==> src/rtl/fa_pkg.sv <==
// Shared types for the frequency/amplitude setpoint unit.
//   fa_state_e : setpoint state machine encoding (2 bits)
package fa_pkg;

    typedef enum logic [1:0] {
        ST_RUN     = 2'd0,
        ST_DECAY   = 2'd1,
        ST_STOPPED = 2'd2
    } fa_state_e;

    localparam int unsigned FA_STATE_W = 2;

endpackage

==> src/rtl/fa_setpoint_sat_updown.sv <==
// Saturating up/down register with synchronous clamped load.
// Ports:
//   clk, rst_n      clock, asynchronous active-low reset (q <- INIT)
//   load_i          load clamp(load_val_i) into q; overrides up/down
//   load_val_i      value to load
//   up_i, down_i    step +1 / -1; both together hold
//   q_o             registered value, always within [MIN, MAX]
module sat_updown #(
    parameter int unsigned W    = 3,
    parameter int unsigned MIN  = 0,
    parameter int unsigned MAX  = 7,
    parameter int unsigned INIT = 0
) (
    input  logic         clk,
    input  logic         rst_n,
    input  logic         load_i,
    input  logic [W-1:0] load_val_i,
    input  logic         up_i,
    input  logic         down_i,
    output logic [W-1:0] q_o
);

    localparam logic [W-1:0] MIN_V  = W'(MIN);
    localparam logic [W-1:0] MAX_V  = W'(MAX);
    localparam logic [W-1:0] INIT_V = W'(INIT);

    logic [W-1:0] q_q;
    logic [W-1:0] q_d;

    // Clamp compares use <= / >= so they stay meaningful when MIN is 0
    // or MAX is the all-ones value.
    always_comb begin
        q_d = q_q;
        if (load_i) begin
            if (load_val_i <= MIN_V) begin
                q_d = MIN_V;
            end else if (load_val_i >= MAX_V) begin
                q_d = MAX_V;
            end else begin
                q_d = load_val_i;
            end
        end else if (up_i && !down_i) begin
            if (q_q < MAX_V) q_d = q_q + W'(1);
        end else if (down_i && !up_i) begin
            if (q_q > MIN_V) q_d = q_q - W'(1);
        end
    end

    always_ff @(posedge clk or negedge rst_n) begin
        if (!rst_n) begin
            q_q <= INIT_V;
        end else begin
            q_q <= q_d;
        end
    end

    assign q_o = q_q;

endmodule

==> src/rtl/fa_setpoint.sv <==
// Frequency/amplitude setpoint unit for the rocking controller.
//
//   state   | meaning
//   RUN     | normal operation, A only moves on requests
//   DECAY   | auto-decay: A drops by 1 every DECAY_DIV cycles
//   STOPPED | A reached 0 while decaying; waits for a_up or nonzero load
//
// Ports:
//   clk, reset            clock, asynchronous active-low reset
//   f_up, f_down          F step requests (level, one step per cycle)
//   a_up, a_down          A step requests
//   decay_en              enable auto-decay
//   load, f_load, a_load  synchronous clamped load of both setpoints
//   F, A                  registered setpoints
//   F0, AF0, f_lim, a_lim decodes of F/A
//   state                 0 RUN, 1 DECAY, 2 STOPPED
module fa_setpoint
    import fa_pkg::*;
#(
    parameter int unsigned W         = 3,
    parameter int unsigned F_INIT    = 5,
    parameter int unsigned A_INIT    = 5,
    parameter int unsigned F_MIN     = 0,
    parameter int unsigned F_MAX     = 7,
    parameter int unsigned A_MAX     = 7,
    parameter int unsigned DECAY_DIV = 16
) (
    input  logic                  clk,
    input  logic                  reset,
    input  logic                  f_up,
    input  logic                  f_down,
    input  logic                  a_up,
    input  logic                  a_down,
    input  logic                  decay_en,
    input  logic                  load,
    input  logic [W-1:0]          f_load,
    input  logic [W-1:0]          a_load,
    output logic [W-1:0]          F,
    output logic [W-1:0]          A,
    output logic                  F0,
    output logic                  AF0,
    output logic                  f_lim,
    output logic                  a_lim,
    output logic [FA_STATE_W-1:0] state
);

    // A one-bit prescaler still works for DECAY_DIV=1: it never leaves 0.
    localparam int unsigned   PW         = (DECAY_DIV > 1) ? $clog2(DECAY_DIV) : 1;
    localparam logic [PW-1:0] PRESC_LAST = PW'(DECAY_DIV - 1);

    fa_state_e     state_q;
    logic [PW-1:0] presc_q;
    logic [PW-1:0] presc_d;
    logic          tick;
    logic          a_dec;
    logic          a_zero_d;

    assign tick  = (state_q == ST_DECAY) && (presc_q == PRESC_LAST);
    assign a_dec = a_down | tick;

    sat_updown #(
        .W    (W),
        .MIN  (F_MIN),
        .MAX  (F_MAX),
        .INIT (F_INIT)
    ) u_f (
        .clk        (clk),
        .rst_n      (reset),
        .load_i     (load),
        .load_val_i (f_load),
        .up_i       (f_up),
        .down_i     (f_down),
        .q_o        (F)
    );

    sat_updown #(
        .W    (W),
        .MIN  (0),
        .MAX  (A_MAX),
        .INIT (A_INIT)
    ) u_a (
        .clk        (clk),
        .rst_n      (reset),
        .load_i     (load),
        .load_val_i (a_load),
        .up_i       (a_up),
        .down_i     (a_dec),
        .q_o        (A)
    );

    // Predicts whether A will be 0 after this edge. The clamp to [0, A_MAX]
    // maps to 0 only when a_load itself is 0; a_up with a decrement holds A.
    always_comb begin
        a_zero_d = 1'b0;
        if (load) begin
            a_zero_d = (a_load == '0);
        end else if (a_up) begin
            a_zero_d = (A == '0) && a_dec;
        end else begin
            a_zero_d = (A == '0) || ((A == W'(1)) && a_dec);
        end
    end

    always_comb begin
        presc_d = presc_q + PW'(1);
        if (load || a_up || (state_q != ST_DECAY) || tick) presc_d = '0;
    end

    always_ff @(posedge clk or negedge reset) begin
        if (!reset) begin
            presc_q <= '0;
        end else begin
            presc_q <= presc_d;
        end
    end

    always_ff @(posedge clk or negedge reset) begin
        if (!reset) begin
            state_q <= ST_RUN;
        end else begin
            case (state_q)
                ST_RUN: begin
                    if (decay_en && (A != '0)) state_q <= ST_DECAY;
                end
                ST_DECAY: begin
                    if (!decay_en)     state_q <= ST_RUN;
                    else if (a_zero_d) state_q <= ST_STOPPED;
                end
                ST_STOPPED: begin
                    if (a_up || (load && (a_load != '0))) state_q <= ST_RUN;
                end
                default: state_q <= ST_RUN;
            endcase
        end
    end

    assign state = state_q;
    assign F0    = (F == W'(F_MIN));
    assign AF0   = F0 && (A == '0);
    assign f_lim = (F == W'(F_MAX));
    assign a_lim = (A == W'(A_MAX));

endmodule

==> config.mk <==
export PLATFORM = sky130hd
export DESIGN_NAME = fa_setpoint
export DESIGN_NICKNAME = d
export VERILOG_FILES = /design/src/rtl/fa_pkg.sv /design/src/rtl/fa_setpoint_sat_updown.sv /design/src/rtl/fa_setpoint.sv
export SDC_FILE = /design/constraint.sdc
export NUM_CORES = 1
export LEC_CHECK = 0
export ABC_AREA = 1
export BUFFER_PORTS_ARGS = -buffer_cell sky130_fd_sc_hd__buf_2
export CAP_MARGIN = 5
export CORE_AREA = 4 4 47 49
export CTS_CLUSTER_SIZE = 25
export DETAILED_ROUTE_END_ITERATION = 8
export DIE_AREA = 0 0 51 53
export PLACE_DENSITY_LB_ADDON = 0.25
export SYNTH_ARGS = -nofsm -noshare
export SYNTH_HDL_FRONTEND = slang
export SYNTH_SLANG_ARGS = --single-unit
export TNS_END_PERCENT = 20
==> constraint.sdc <==
create_clock -name clk -period 4.6 [get_ports clk]
set_input_delay 0.23 -clock clk [delete_from_list [all_inputs] [get_ports clk]]
set_output_delay 0.23 -clock clk [all_outputs]
set_load 0.005 [all_outputs]
==> out/metrics.cfg, run 1 <==
[floorplan]
rows=16
io_pins=26
die_area_um2=2700
start_util=0.509
die_y_um=53
core_um2=1860
die_x_um=51

[setup_path]
cp.arrival_ns=1.51
cp-start-kind=register
slowest_delay_ns=0.59
crit_family=flip-flops
cpMaxStageDelayCell=dfstp_2
critPathMaxFanout=6
crit_chain=inv_1 -> ha_1 -> inv_1 -> nor2_2 -> inv_2 -> nor2_1 -> buf_2
critPathCaptureType=output port
worst-path-buf-inv=4
worstSetupPathType=register to output port
ff2ff_setup_slack_ns=2.88
required_ns=4.37
crit_top_cell=inv_1

[synthesis]
ys_ff_latch=12
yosysTopAreaCellShare=0.211
syn-instance-count=121
ys_types=27
yosys_warnings=0
yosysSeqAreaShare=0.322
synth_nets=142
yosysTopAreaCell=dfrtp_1
syn_area_um2=947
avgSynthCellArea_um2=7.83
synth_area_leaders=dfrtp_1 21%, dfstp_2 11%, nand2_1 11%

[power]
p_switching_w=0.000176
power.share.combinational=0.437
intPower_w=0.000263
peakVddDrop_mv=0.233
p_clk_frac=0.188
p_per_area_nw_per_um2=384
leakage_nw=0.631
swShare=0.401
pwr-share-seq=0.376

[clocking]
cts_resized=0
cts_tree=built
clk_root_buffer_cell=clkbuf_4
clk_path_buf_depth=2
htree_levels=1
clkTransAtPathRegs_ns=0.07
insertion_delay_ns=0.27
cts_buffers=3
holdBufCountCts=1
cts_sinks=12
cts_setup_buffers=0

[status]
status=finished clean

[timing]
rsz0062_at_grt=false
fin_skew_ns=0.00171
maxSlewHeadroom=0.829
setup_viol_count_final=0
whs_ns=0.226
fin_crit_ns=1.74
fin_tns_setup_ns=0
slew_violations=0
max_freq_mhz=574
tightest_slew_ns=0.257
hold_viol=0
fin_crit_sh=0.379

[global_route]
grt_util_met1=0.206
grtUsageMet3=0.0394
antenna_found_initial=0
grt_usage=0.168
gr-total-overflow=0
grt_pass1_vias=784
use_met2=0.266
grt-busiest-layer=met2
grt_max_degree=13
grt_pass1_wl_um=3320

[route]
avgViaCountPerCell=4.76
totalWireLength_um=1940
vias=842
drt_iter0_drc=12
firstDrtPassIters=4
ant_nets=0
drc_errors=0
avgRoutedWirePerCell_um=10.9

[placed_design]
dp.final_hpwl_um=1600
gp_routability_congestion=0.778
placed_cell_area_um2=1100
portBuffers=25

[layout]
stdcell_area_um2=1140
layout_common_cells=28 x nand2_1, 25 x buf_2, 16 x inv_1, 12 x nand3_1, 8 x dfrtp_1
areaGrowthSynthToFinish_pct=20.9
final_common_cell=nand2_1
num-nets-final=172
antenna_cells=0
drive_gt1_frac=0.353

[worst_hold_path]
hp-class=input pin to register

[run]
maxCapViolations=0

metrics by stage:
step	total power, W	setup WS (ns)	instances	utilization
global placement	0.000350	2.97	172	0.590
detailed placement	0.000361	2.88	172	0.590
finish	0.000439	2.86	177	0.615
CTS	0.000447	2.85	177	0.615
global route	0.000483	2.75	177	0.615
floorplan	0.000297	2.98	121	-
per-layer routing:
metal,wire length (µm),part of all wire,vias to the layer above
met3,97,0.050,4
li1,-,-,437
met2,951,0.49,24
met5,0,0,-
met1,852,0.44,377
met4,34,0.018,0
cells in the mapped netlist, drive strengths merged:
master	n
nand2	33
inv	22
nand3	16
nor2	11
dfrtp	8
o21ai	7
ha	6
dfstp	4
nand4	2
nor3b	2
o211ai	2
xnor2	2
xor2	2
a21oi	1
buf	1
fa	1
or2	1
state kept, by name (all words and copies together), names as in the netlist:
register,count
u_f.q_o,3
state,2
presc_q,4
u_a.q_o,3
power groups by stage:
stage          Clock (W)  Combinational (W)  Sequential, W
6_report       0.0000824           0.000192       0.000165
5_1_grt        0.0000890           0.000224       0.000170
4_1_cts        0.0000863           0.000196       0.000165
3_5_place_dp           0           0.000195       0.000167
3_3_place_gp           0           0.000186       0.000164
2_1_floorplan          0           0.000133       0.000163
cell type report:
cell class	count	area, µm²
fill	179	717
timing repair buffer	26	135
inverter	22	92.6
tap	27	33.8
clock buffer	4	36.3
sequential	12	305
multi-input combinational	86	542
final timing paths:
path,from,endpoint,cells after the start
worst max-delay path,u_a.q_o[0],AF0,7
worst min-delay path,f_load[2],u_f.q_o[2],3
max in group asynchronous,reset,u_a.q_o[0],2
worst min register to register,presc_q[0],presc_q[0],1
min in group asynchronous,reset,state[0],2
worst max register to register,u_f.q_o[0],u_f.q_o[2],7
kinds of logic (layout without fill, tap and decap cells):
logic type / count (synthesis) / in the layout / share of synthesized area
AND/OR/NAND/NOR: 65 / 65 / 0.376
adder cells (fa/ha/maj): 7 / 7 / 0.100
buffers and inverters: 23 / 52 / 0.106
AO/OA/AOI/OAI: 10 / 10 / 0.0581
XOR/XNOR: 4 / 4 / 0.0370
flip-flops: 12 / 12 / 0.322
worst register-to-register path, stage by stage (launching register included):
cell and delay [ns]:
dfstp_2 0.55, inv_1 0.08, fa_1 0.43, xnor2_1 0.17, xor2_1 0.18, nand2_1 0.07, o211ai_1 0.08, o21ai_1 0.09
(Power assumes the default switching activity.)
==> run 2: changes to the inputs <==
Settings changed: ABC_AREA 1 to 0, CORE_AREA 4 4 47 49 to 4 4 50 52, DIE_AREA 0 0 51 53 to 0 0 54 56.
Clock period 4.6 ns to 1.6 ns, I/O delays scaled along.
==> run 2 against run 1 <==
Worst setup slack worse by 2.9 ns; cell count decreased by 8.5%; first-iteration DRC count decreased by 33%; sequential power rose by 150%; sequential cell count did not move; highest routed layer unchanged; largest cell class unchanged; the run now ends with negative setup slack left.
==> out/metrics.cfg, run 2 <==
[placed_design]
place_ws_ns=-0.0344
portBuffers=25
placed_cell_area_um2=1130
dp.final_hpwl_um=1670
gp_routability_congestion=0.855

[global_route]
grt-busiest-layer=met2
antenna_found_initial=0
grtUsageMet3=0.0349
grt_pass1_vias=827
grt_usage=0.158
grt_util_met1=0.187
grt_max_degree=21
grt_pass1_wl_um=3540
use_met2=0.270
gr-total-overflow=0

[layout]
drive_gt1_frac=0.455
areaGrowthSynthToFinish_pct=38.3
antenna_cells=0
num-nets-final=156
layout_common_cells=25 x buf_2, 14 x buf_4, 8 x dfrtp_1, 6 x nor2_1
final_common_cell=buf_2
largest_register_ffs=4
stdcell_area_um2=1220
top_register=presc_q
fill_cells=185

[route]
vias=847
ant_nets=0
avgRoutedWirePerCell_um=13.0
drt_iter0_drc=8
avgViaCountPerCell=5.23
drc_errors=0
firstDrtPassIters=4
totalWireLength_um=2110

[floorplan]
start_util=0.419
die_x_um=54
die_y_um=56
die_area_um2=3020
rows=17
core_um2=2110
io_pins=26

[synthesis]
yosysTopAreaCellShare=0.227
synth_most_common_cell=dfrtp_1
syn_area_um2=882
async_flop_share=1.00
synth_compound_area_frac=0.190
ys_ff_latch=12
syn-instance-count=92
synth_area_leaders=dfrtp_1 23%, dfstp_2 12%, ha_1 8.5%
avgSynthCellArea_um2=9.59
yosysSeqAreaShare=0.346
yosysTopAreaCell=dfrtp_1
muxShareOfSynthArea=0.0227
synth_edf_count=0
ys.flop_type=dfrtp_1
yosys.area_share.adder=0.108
yosys_warnings=0
ys_types=37
yosys-top-cells-count=8 x dfrtp_1, 7 x inv_1, 6 x ha_1, 6 x nor2_1
synth_top_family_by_area=simple AND/OR/NAND/NOR gates
synth_nets=113
synth_xor_area_frac=0.0496
synth_simple_gate_area_frac=0.241

[worst_hold_path]
hp-class=input pin to register
whs_path_depth=3

[power]
leakage_nw=0.584
intPower_w=0.000725
fin_total_pwr_w=0.00112
p_switching_w=0.000390
p_clk_frac=0.226
peakVddDrop_mv=0.585
swShare=0.350
p_per_area_nw_per_um2=914
pwr-share-seq=0.368
power.share.combinational=0.406

[timing]
whs_ns=0.00695
max_freq_mhz=608
tightest_slew_ns=0.455
fin_skew_ns=0.00234
fin_crit_sh=1.03
rsz0062_at_grt=true
maxSlewHeadroom=0.696
hold_viol=0
fin_crit_ns=1.65
slew_violations=0
worst_slack_ns=-0.0450
setup_viol_count_final=2

[run]
maxCapViolations=0

[status]
status=finished with violations
violations=negative setup slack

[clocking]
clk_path_buf_depth=2
cts_buffers=3
clkTransAtPathRegs_ns=0.08
cts_tree=built
htree_levels=1
cts_sinks=12
clk_root_buffer_cell=clkbuf_4
insertion_delay_ns=0.28

[setup_path]
critPathCaptureType=register
cp-start-kind=register
required_ns=1.77
cp.arrival_ns=1.81
r2r_cells=5
worstSetupPathType=register to register
critPathMaxFanout=3

[run 2: changes by cell type in the layout (fill, tap and decap cells not counted), sizes merged, moves of 4 or more]
cell | before | now
nor2 | 11 | 6
inv | 22 | 7
nand2 | 33 | 4
nor2b | 0 | 4
a211oi | 0 | 4
nand3 | 16 | 4
nor3 | 0 | 4
buf | 25 | 39
[run 2: cells by family after synthesis]
| group | after synthesis |
|---|---|
| fa+ha+maj | 7 |
| flops | 12 |
| simple gates | 35 |
| xor+xnor | 5 |
| buf+inv | 10 |
| compound gates | 21 |
| mux | 2 |
[run 2: cell type report]
type	instances	area [µm²]	area share
timing repair buffer	41	250	0.205
multi-input combinational	70	567	0.465
sequential	12	305	0.250
clock buffer	4	36.3	0.0297
tap	28	35.0	0.0287
inverter	7	26.3	0.0215
[run 2: path summary, 6_finish.rpt]
check                             end  slack, ns  startpoint
setup / recovery             state[1]      -0.05  presc_q[1]
min in group asynchronous  presc_q[2]       0.21       reset
hold reg to reg            presc_q[0]       0.54  presc_q[0]
hold / removal             u_a.q_o[0]      0.007   a_load[0]
setup reg to reg             state[1]      -0.05  presc_q[1]
max in group asynchronous  u_a.q_o[2]       1.11       reset
[run 2: timing repair]
item / in CTS / in global routing
endpoints found under the hold margin: 12 / 1
gates cloned: 0 / 0
endpoints found under the setup margin: 4 / 8
setup buffers: 0 / 2
gates resized for setup: 2 / 4
hold buffers: 1 / 1
pin swaps: 1 / 7
[run 2: through the flow]
step / util / setup TNS, ns / instances
finish: 0.579 / -0.0720 / 162
global route: 0.579 / -0.402 / 162
CTS: 0.560 / -0.0876 / 159
detailed placement: 0.537 / -0.0727 / 154
global placement: 0.537 / -0.0337 / 154
floorplan: - / -0.0546 / 92
[run 2: power by group through the flow]
stage / clock [W] / combinational, W / sequential (W)
global route: 0.000275 / 0.000507 / 0.000416
detailed placement: 0 / 0.000438 / 0.000412
finish: 0.000252 / 0.000453 / 0.000410
floorplan: 0 / 0.000231 / 0.000426
CTS: 0.000259 / 0.000445 / 0.000408
global placement: 0 / 0.000429 / 0.000411
[run 2: critical path, cell delays in order (launching register included)]
cell     delay (ns)
dfrtp_1        0.39
ha_2           0.19
and3_4         0.19
a21o_1         0.17
a221o_1        0.36
a32o_1         0.23
[run 2: per-layer routing]
layer	wire (µm)	vias to the layer above	part of all wire
met5	0	-	0
met4	23	0	0.011
met3	155	4	0.073
met2	1080	35	0.51
met1	850	395	0.40
li1	-	413	-
